`src/rtl/alu_operand_stage_pkg.sv`:
```
// Shared types and source-priority decode for the ALU operand staging path.
package alu_operand_stage_pkg;

  typedef enum logic [1:0] {
    A_HOLD   = 2'd0,
    A_SYSBUS = 2'd1,
    A_ZERO   = 2'd2
  } a_src_t;

  typedef enum logic [1:0] {
    B_HOLD    = 2'd0,
    B_DATA    = 2'd1,
    B_INVDATA = 2'd2,
    B_ADL     = 2'd3
  } b_src_t;

  function automatic a_src_t a_select(input logic sys_en, input logic zero_en);
    a_src_t src;
    if (sys_en) begin
      src = A_SYSBUS;
    end else if (zero_en) begin
      src = A_ZERO;
    end else begin
      src = A_HOLD;
    end
    return src;
  endfunction

  function automatic b_src_t b_select(input logic data_en, input logic inv_en,
                                      input logic adl_en);
    b_src_t src;
    if (data_en) begin
      src = B_DATA;
    end else if (inv_en) begin
      src = B_INVDATA;
    end else if (adl_en) begin
      src = B_ADL;
    end else begin
      src = B_HOLD;
    end
    return src;
  endfunction

endpackage

```
`src/rtl/alu_operand_stage_fifo.sv`:
```
// Operand-set queue: storage, wrapping pointers, occupancy and sticky error flags.
module alu_operand_stage_fifo #(
  parameter int WIDTH = 8,
  parameter int DEPTH = 2
) (
  input  logic               clk,
  input  logic               rst,
  input  logic               push,
  input  logic               pop,
  input  logic [2*WIDTH:0]   push_data,
  output logic [2*WIDTH:0]   head_data,
  output logic               valid,
  output logic               full,
  output logic               overflow_err,
  output logic               underflow_err
);

  localparam int SW = 2 * WIDTH + 1;
  localparam int PW = (DEPTH > 1) ? $clog2(DEPTH) : 1;
  localparam int CW = $clog2(DEPTH + 1);

  logic [SW-1:0] mem_r [DEPTH];
  logic [PW-1:0] head_r, tail_r, head_inc_s, tail_inc_s;
  logic [CW-1:0] count_r, count_nxt_s;
  logic          valid_r, full_r, overflow_r, underflow_r;
  logic          do_push_s, do_pop_s;

  // Next-state decode; a full queue still accepts a push when the head leaves.
  always_comb begin
    do_pop_s   = pop && valid_r;
    do_push_s  = push && (!full_r || do_pop_s);
    head_inc_s = (head_r == PW'(DEPTH - 1)) ? {PW{1'b0}} : head_r + PW'(1);
    tail_inc_s = (tail_r == PW'(DEPTH - 1)) ? {PW{1'b0}} : tail_r + PW'(1);
    if (do_push_s && !do_pop_s) begin
      count_nxt_s = count_r + CW'(1);
    end else if (do_pop_s && !do_push_s) begin
      count_nxt_s = count_r - CW'(1);
    end else begin
      count_nxt_s = count_r;
    end
  end

  // Queue state registers with sticky error capture.
  always_ff @(posedge clk) begin
    if (rst) begin
      for (int i = 0; i < DEPTH; i++) begin
        mem_r[i] <= {SW{1'b0}};
      end
      head_r      <= {PW{1'b0}};
      tail_r      <= {PW{1'b0}};
      count_r     <= {CW{1'b0}};
      valid_r     <= 1'b0;
      full_r      <= 1'b0;
      overflow_r  <= 1'b0;
      underflow_r <= 1'b0;
    end else begin
      if (do_push_s) begin
        mem_r[tail_r] <= push_data;
        tail_r        <= tail_inc_s;
      end
      if (do_pop_s) begin
        head_r <= head_inc_s;
      end
      count_r <= count_nxt_s;
      valid_r <= (count_nxt_s != {CW{1'b0}});
      full_r  <= (count_nxt_s == CW'(DEPTH));
      if (push && full_r && !pop) begin
        overflow_r <= 1'b1;
      end
      if (pop && !valid_r) begin
        underflow_r <= 1'b1;
      end
    end
  end

  // Head entry is presented only while the queue holds data.
  always_comb begin
    if (valid_r) begin
      head_data = mem_r[head_r];
    end else begin
      head_data = {SW{1'b0}};
    end
  end

  assign valid         = valid_r;
  assign full          = full_r;
  assign overflow_err  = overflow_r;
  assign underflow_err = underflow_r;

endmodule

```
`src/rtl/alu_operand_stage.sv`:
```
// ALU operand staging: source-priority decode, A/B/carry stage registers, commit queue.
module alu_operand_stage
  import alu_operand_stage_pkg::*;
#(
  parameter int WIDTH = 8,
  parameter int DEPTH = 2
) (
  input  logic             clk_IN,
  input  logic             rst_IN,
  input  logic [WIDTH-1:0] systemBus_IN,
  input  logic [WIDTH-1:0] dataBus_IN,
  input  logic [WIDTH-1:0] addressLow_IN,
  input  logic             aSystemBus_EN,
  input  logic             aZero_EN,
  input  logic             bDataBus_EN,
  input  logic             bInvDataBus_EN,
  input  logic             bAddressLow_EN,
  input  logic             carry_IN,
  input  logic             carry_EN,
  input  logic             commit_EN,
  input  logic             pop_EN,
  output logic [WIDTH-1:0] a_REG_OUT,
  output logic [WIDTH-1:0] b_REG_OUT,
  output logic             carry_REG_OUT,
  output logic             valid_OUT,
  output logic             full_OUT,
  output logic             overflow_ERR_OUT,
  output logic             underflow_ERR_OUT
);

  typedef struct packed {
    logic [WIDTH-1:0] a;
    logic [WIDTH-1:0] b;
    logic             carry;
  } operand_set_t;

  a_src_t           a_src_s;
  b_src_t           b_src_s;
  logic [WIDTH-1:0] a_stage_r, b_stage_r, a_nxt_s, b_nxt_s;
  logic             c_stage_r, c_nxt_s;
  operand_set_t     push_set_s, head_set_s;

  // Next stage values; commit pushes these so same-cycle loads bypass into the queue.
  always_comb begin
    a_src_s = a_select(aSystemBus_EN, aZero_EN);
    b_src_s = b_select(bDataBus_EN, bInvDataBus_EN, bAddressLow_EN);
    case (a_src_s)
      A_SYSBUS: a_nxt_s = systemBus_IN;
      A_ZERO:   a_nxt_s = {WIDTH{1'b0}};
      default:  a_nxt_s = a_stage_r;
    endcase
    case (b_src_s)
      B_DATA:    b_nxt_s = dataBus_IN;
      B_INVDATA: b_nxt_s = ~dataBus_IN;
      B_ADL:     b_nxt_s = addressLow_IN;
      default:   b_nxt_s = b_stage_r;
    endcase
    if (carry_EN) begin
      c_nxt_s = carry_IN;
    end else begin
      c_nxt_s = c_stage_r;
    end
    push_set_s = '{a: a_nxt_s, b: b_nxt_s, carry: c_nxt_s};
  end

  // Staging registers.
  always_ff @(posedge clk_IN) begin
    if (rst_IN) begin
      a_stage_r <= {WIDTH{1'b0}};
      b_stage_r <= {WIDTH{1'b0}};
      c_stage_r <= 1'b0;
    end else begin
      a_stage_r <= a_nxt_s;
      b_stage_r <= b_nxt_s;
      c_stage_r <= c_nxt_s;
    end
  end

  alu_operand_stage_fifo #(
    .WIDTH(WIDTH),
    .DEPTH(DEPTH)
  ) u_fifo (
    .clk           (clk_IN),
    .rst           (rst_IN),
    .push          (commit_EN),
    .pop           (pop_EN),
    .push_data     (push_set_s),
    .head_data     (head_set_s),
    .valid         (valid_OUT),
    .full          (full_OUT),
    .overflow_err  (overflow_ERR_OUT),
    .underflow_err (underflow_ERR_OUT)
  );

  assign a_REG_OUT     = head_set_s.a;
  assign b_REG_OUT     = head_set_s.b;
  assign carry_REG_OUT = head_set_s.carry;

endmodule

```
`config.mk`:
```
export PLATFORM = sky130hd
export DESIGN_NAME = alu_operand_stage
export DESIGN_NICKNAME = d
export VERILOG_FILES = /design/src/rtl/alu_operand_stage_pkg.sv /design/src/rtl/alu_operand_stage_fifo.sv /design/src/rtl/alu_operand_stage.sv
export SDC_FILE = /design/constraint.sdc
export NUM_CORES = 1
export LEC_CHECK = 0
export CORE_UTILIZATION = 51
export CTS_CLUSTER_DIAMETER = 30
export DETAILED_ROUTE_END_ITERATION = 16
export PLACE_DENSITY = 0.81
export SYNTH_ARGS = -nofsm -noshare
export SYNTH_HDL_FRONTEND = slang
export SYNTH_HIERARCHICAL = 1
export SYNTH_SLANG_ARGS = --single-unit
```
`constraint.sdc`:
```
create_clock -name clk_IN -period 2.5 [get_ports clk_IN]
set_input_delay 0.375 -clock clk_IN [delete_from_list [all_inputs] [get_ports clk_IN]]
set_output_delay 0.375 -clock clk_IN [all_outputs]
set_load 0.03 [all_outputs]
```
==> summary.md <==
| Metric | Value |
|---|---|
| DR vias | `1952` |
| Met3 wire len | `248 um` |
| Status | `finished clean` |
| Max-slew headroom | `34.1%` |
| Pin slew with the least headroom to its limit | `986 ps` |
| Highest routed layer | `met4` |
| R2R setup slack | `740 ps` |
| DR DRC count | `0` |
| Pre-CTS WS | `193 ps` |
| Main flop type after synthesis | `edfxtp_1` |
| Clock transition at the registers of the reported paths | `60 ps` |
| Fmax | `0.412 GHz` |
| P&R area growth vs syn | `28.3%` |
| Final Cycle Share | `97.0%` |
| CP required | `2120 ps` |
| Routed wire length | `5340 um` |
| Number of synthesized flops with an enable pin | `34` |
| M1 WL | `2530 um` |
| Fin. Hold Viols | `0` |
| Pre-Repair DR Iteration Count | `4` |
| Crit-path max FO | `12` |
| IO Pins | `56` |
| Largest net degree at the start of global routing | `27` |
| Fin nets | `334` |
| Vias in the first global route | `1819` |
| Library cells used by synthesis | `40` |
| Worst hold slack | `472 ps` |
| Drt wl/cell | `14.3 um` |
| Clock sink total | `60` |
| CP Capture Type | `output pin` |
| Clock skew | `8.22 ps` |
| Setup-failing EPs final | `0` |
| Yosys reg bits | `60` |
| Synthesized netlist cell count | `237` |
| Met2 WL | `2510 um` |
| Crit path arrival time | `2050 ps` |
| Initial core utilization | `54.2%` |
| Average vias per placed instance | `5.22` |
| Ys Warns | `6` |
| Setup Crit Path Kind | `flop to output pin` |
| Syn nets | `272` |
| Detail Route Antenna Nets | `0` |
| 1st-iter DRT viols | `120` |
| CTS buffer count | `9` |
| H-Tree Depth | `3` |
| Setup_tns | `0 ps` |
| Die H | `76.6 um` |
| Die ar. | `5870 um^2` |
| Post-DP HPWL | `3760 um` |
| Clock tree root driver cell | `clkbuf_8` |
| RSZ-0062 raised after global routing | `false` |
| Antenna diodes | `0` |
| First-pass GRT wire length | `8770 um` |
| Leakage power | `1.37 nW` |
| Worst-Skew Late Latency | `320 ps` |
| Avg Inst Size Synth | `12.0 um^2` |
| Core ar. | `5240 um^2` |
| Worst hold path class | `flop to flop` |
| GP Congestion | `0.770` |
| Die W | `76.6 um` |
| Max-cap violations | `0` |
| Slew Viols, Final | `0` |
| GRT Total Usage | `19.7%` |
| Ys async rst share | `0%` |
| FP Rows | `26` |
| PortBufs | `55` |
| CTS Buffer Depth | `2` |
| Worst Slack Setup Final | `75.3 ps` |
| Ratio of cells with drive above 1 in the final layout | `14.5%` |
| Power per standard cell area | `673 nW/um^2` |
| Initial antenna violation count | `0` |
| Synthesized cell area | `2840 um^2` |
| Sequential-to-total area share from yosys stat | `54.3%` |
| Post-CTS setup buffer count | `0` |
| VDD IR max | `327 uV` |
| Total grt overflow | `0` |
| CTS tree | `done` |
| Startpoint types | `flop` |
| Min cycle time layout | `2420 ps` |
synthesized netlist by cell type, types with 2 or more instances:
library cell | count | share of area, %
a2111oi_1 | 8 | 2.8
a211oi_1 | 9 | 2.4
a211oi_2 | 8 | 3.5
a21oi_1 | 2 | 0.35
a22o_1 | 8 | 2.5
a31oi_1 | 3 | 0.66
and2_1 | 34 | 7.5
and2b_1 | 3 | 0.79
and2b_4 | 4 | 1.4
buf_2 | 4 | 0.70
buf_6 | 3 | 1.2
clkbuf_1 | 4 | 0.53
dfxtp_1 | 26 | 18
edfxtp_1 | 34 | 36
mux2i_1 | 18 | 6.3
nand3_1 | 2 | 0.35
nor2_1 | 25 | 3.3
nor2b_1 | 18 | 4.0
xor2_1 | 3 | 0.93
cells by family (layout without fill, tap and decap cells):
logic type | count (synthesis) | count (layout) | share of synthesized area, %
simple gates | 98 | 98 | 21.1
compound gates | 41 | 41 | 13.3
flops | 60 | 60 | 54.3
xor+xnor | 4 | 4 | 1.23
buf+inv | 15 | 82 | 3.35
mux | 19 | 19 | 6.74
layout by cell type, fill, tap and decap left out, drive strengths merged:
cell type      count
clkinv             4
clkinvlp           1
or2                2
a31oi              3
a21oi              2
inv                1
dlymetal6s2s       3
edfxtp            34
nand3              2
nor3b              1
mux2               1
buf                9
nor4bb             1
dfxtp             26
a2111oi            8
a21bo              1
o31ai              1
nand2              1
and2              34
nor3               2
nor2b             19
clkdlybuf4s50     52
a22o               8
nand2b             1
xnor2              1
mux2i             18
o21bai             1
a211oi            17
nand4b             1
nor2              26
clkbuf            12
or3b               1
and2b              7
xor2               3
layout make-up:
class                   instances  area (um^2)
inverters                       2         7.51
flip-flops and latches         60         1540
multi-input cells             162         1200
clock inverters                 4         22.5
well taps                      70         87.6
repair buffers                 64          626
fillers                       391         1590
clock buffers                  12          156
through the flow:
stage / power (mW) / area, um^2 / utilization [%] / cells
floorplan: 1.50 / 2840 / - / 237
global placement: 1.68 / 3460 / 66.0 / 358
detailed placement: 1.69 / 3460 / 66.0 / 358
CTS: 2.47 / 3640 / 69.4 / 374
global route: 2.55 / 3640 / 69.6 / 374
finish: 2.45 / 3640 / 69.6 / 374
critical path: stages, from the launching register on:
cell	delay, ps
dfxtp_1	410
clkinv_1	240
buf_4	250
nor2_1	120
clkdlybuf4s50_1	700
report_power, final:
group | switching [mW] | internal, mW | total (mW) | leakage [nW]
Combinational | 0.260 | 0.230 | 0.490 | 0.705
Clock | 0.370 | 0.416 | 0.786 | 0.0913
Sequential | 0.0402 | 1.14 | 1.18 | 0.576
Total | 0.670 | 1.78 | 2.45 | 1.37
path summary, 6_finish.rpt:
| check | to | cells past startpoint | from |
|---|---|---|---|
| max | a_REG_OUT[3] | 4 | u_fifo/valid |
| min | u_fifo/overflow_err | 2 | u_fifo/overflow_err |
| max reg2reg | u_fifo/mem_r[1][7] | 4 | u_fifo/valid |
| min reg2reg | u_fifo/overflow_err | 2 | u_fifo/overflow_err |
per-layer routing:
layer / vias up / GRT usage (%)
met5: - / 0
met4: 0 / 8.65
met3: 4 / 5.27
met2: 57 / 30.5
met1: 906 / 25.9
li1: 985 / -
sequential cells by signal (all words and copies together) (netlist names), 2 cells and up, named ones only:
signal / cells
u_fifo/mem_r: 34
a_stage_r: 8
b_stage_r: 8
u_fifo/count_r: 2
repair_timing:
item                                    CTS  global route
gates resized for setup                   0             3
endpoints found under the setup margin    0             3
hold buffers                              0             0
Power figures use the tool's default switching activity.
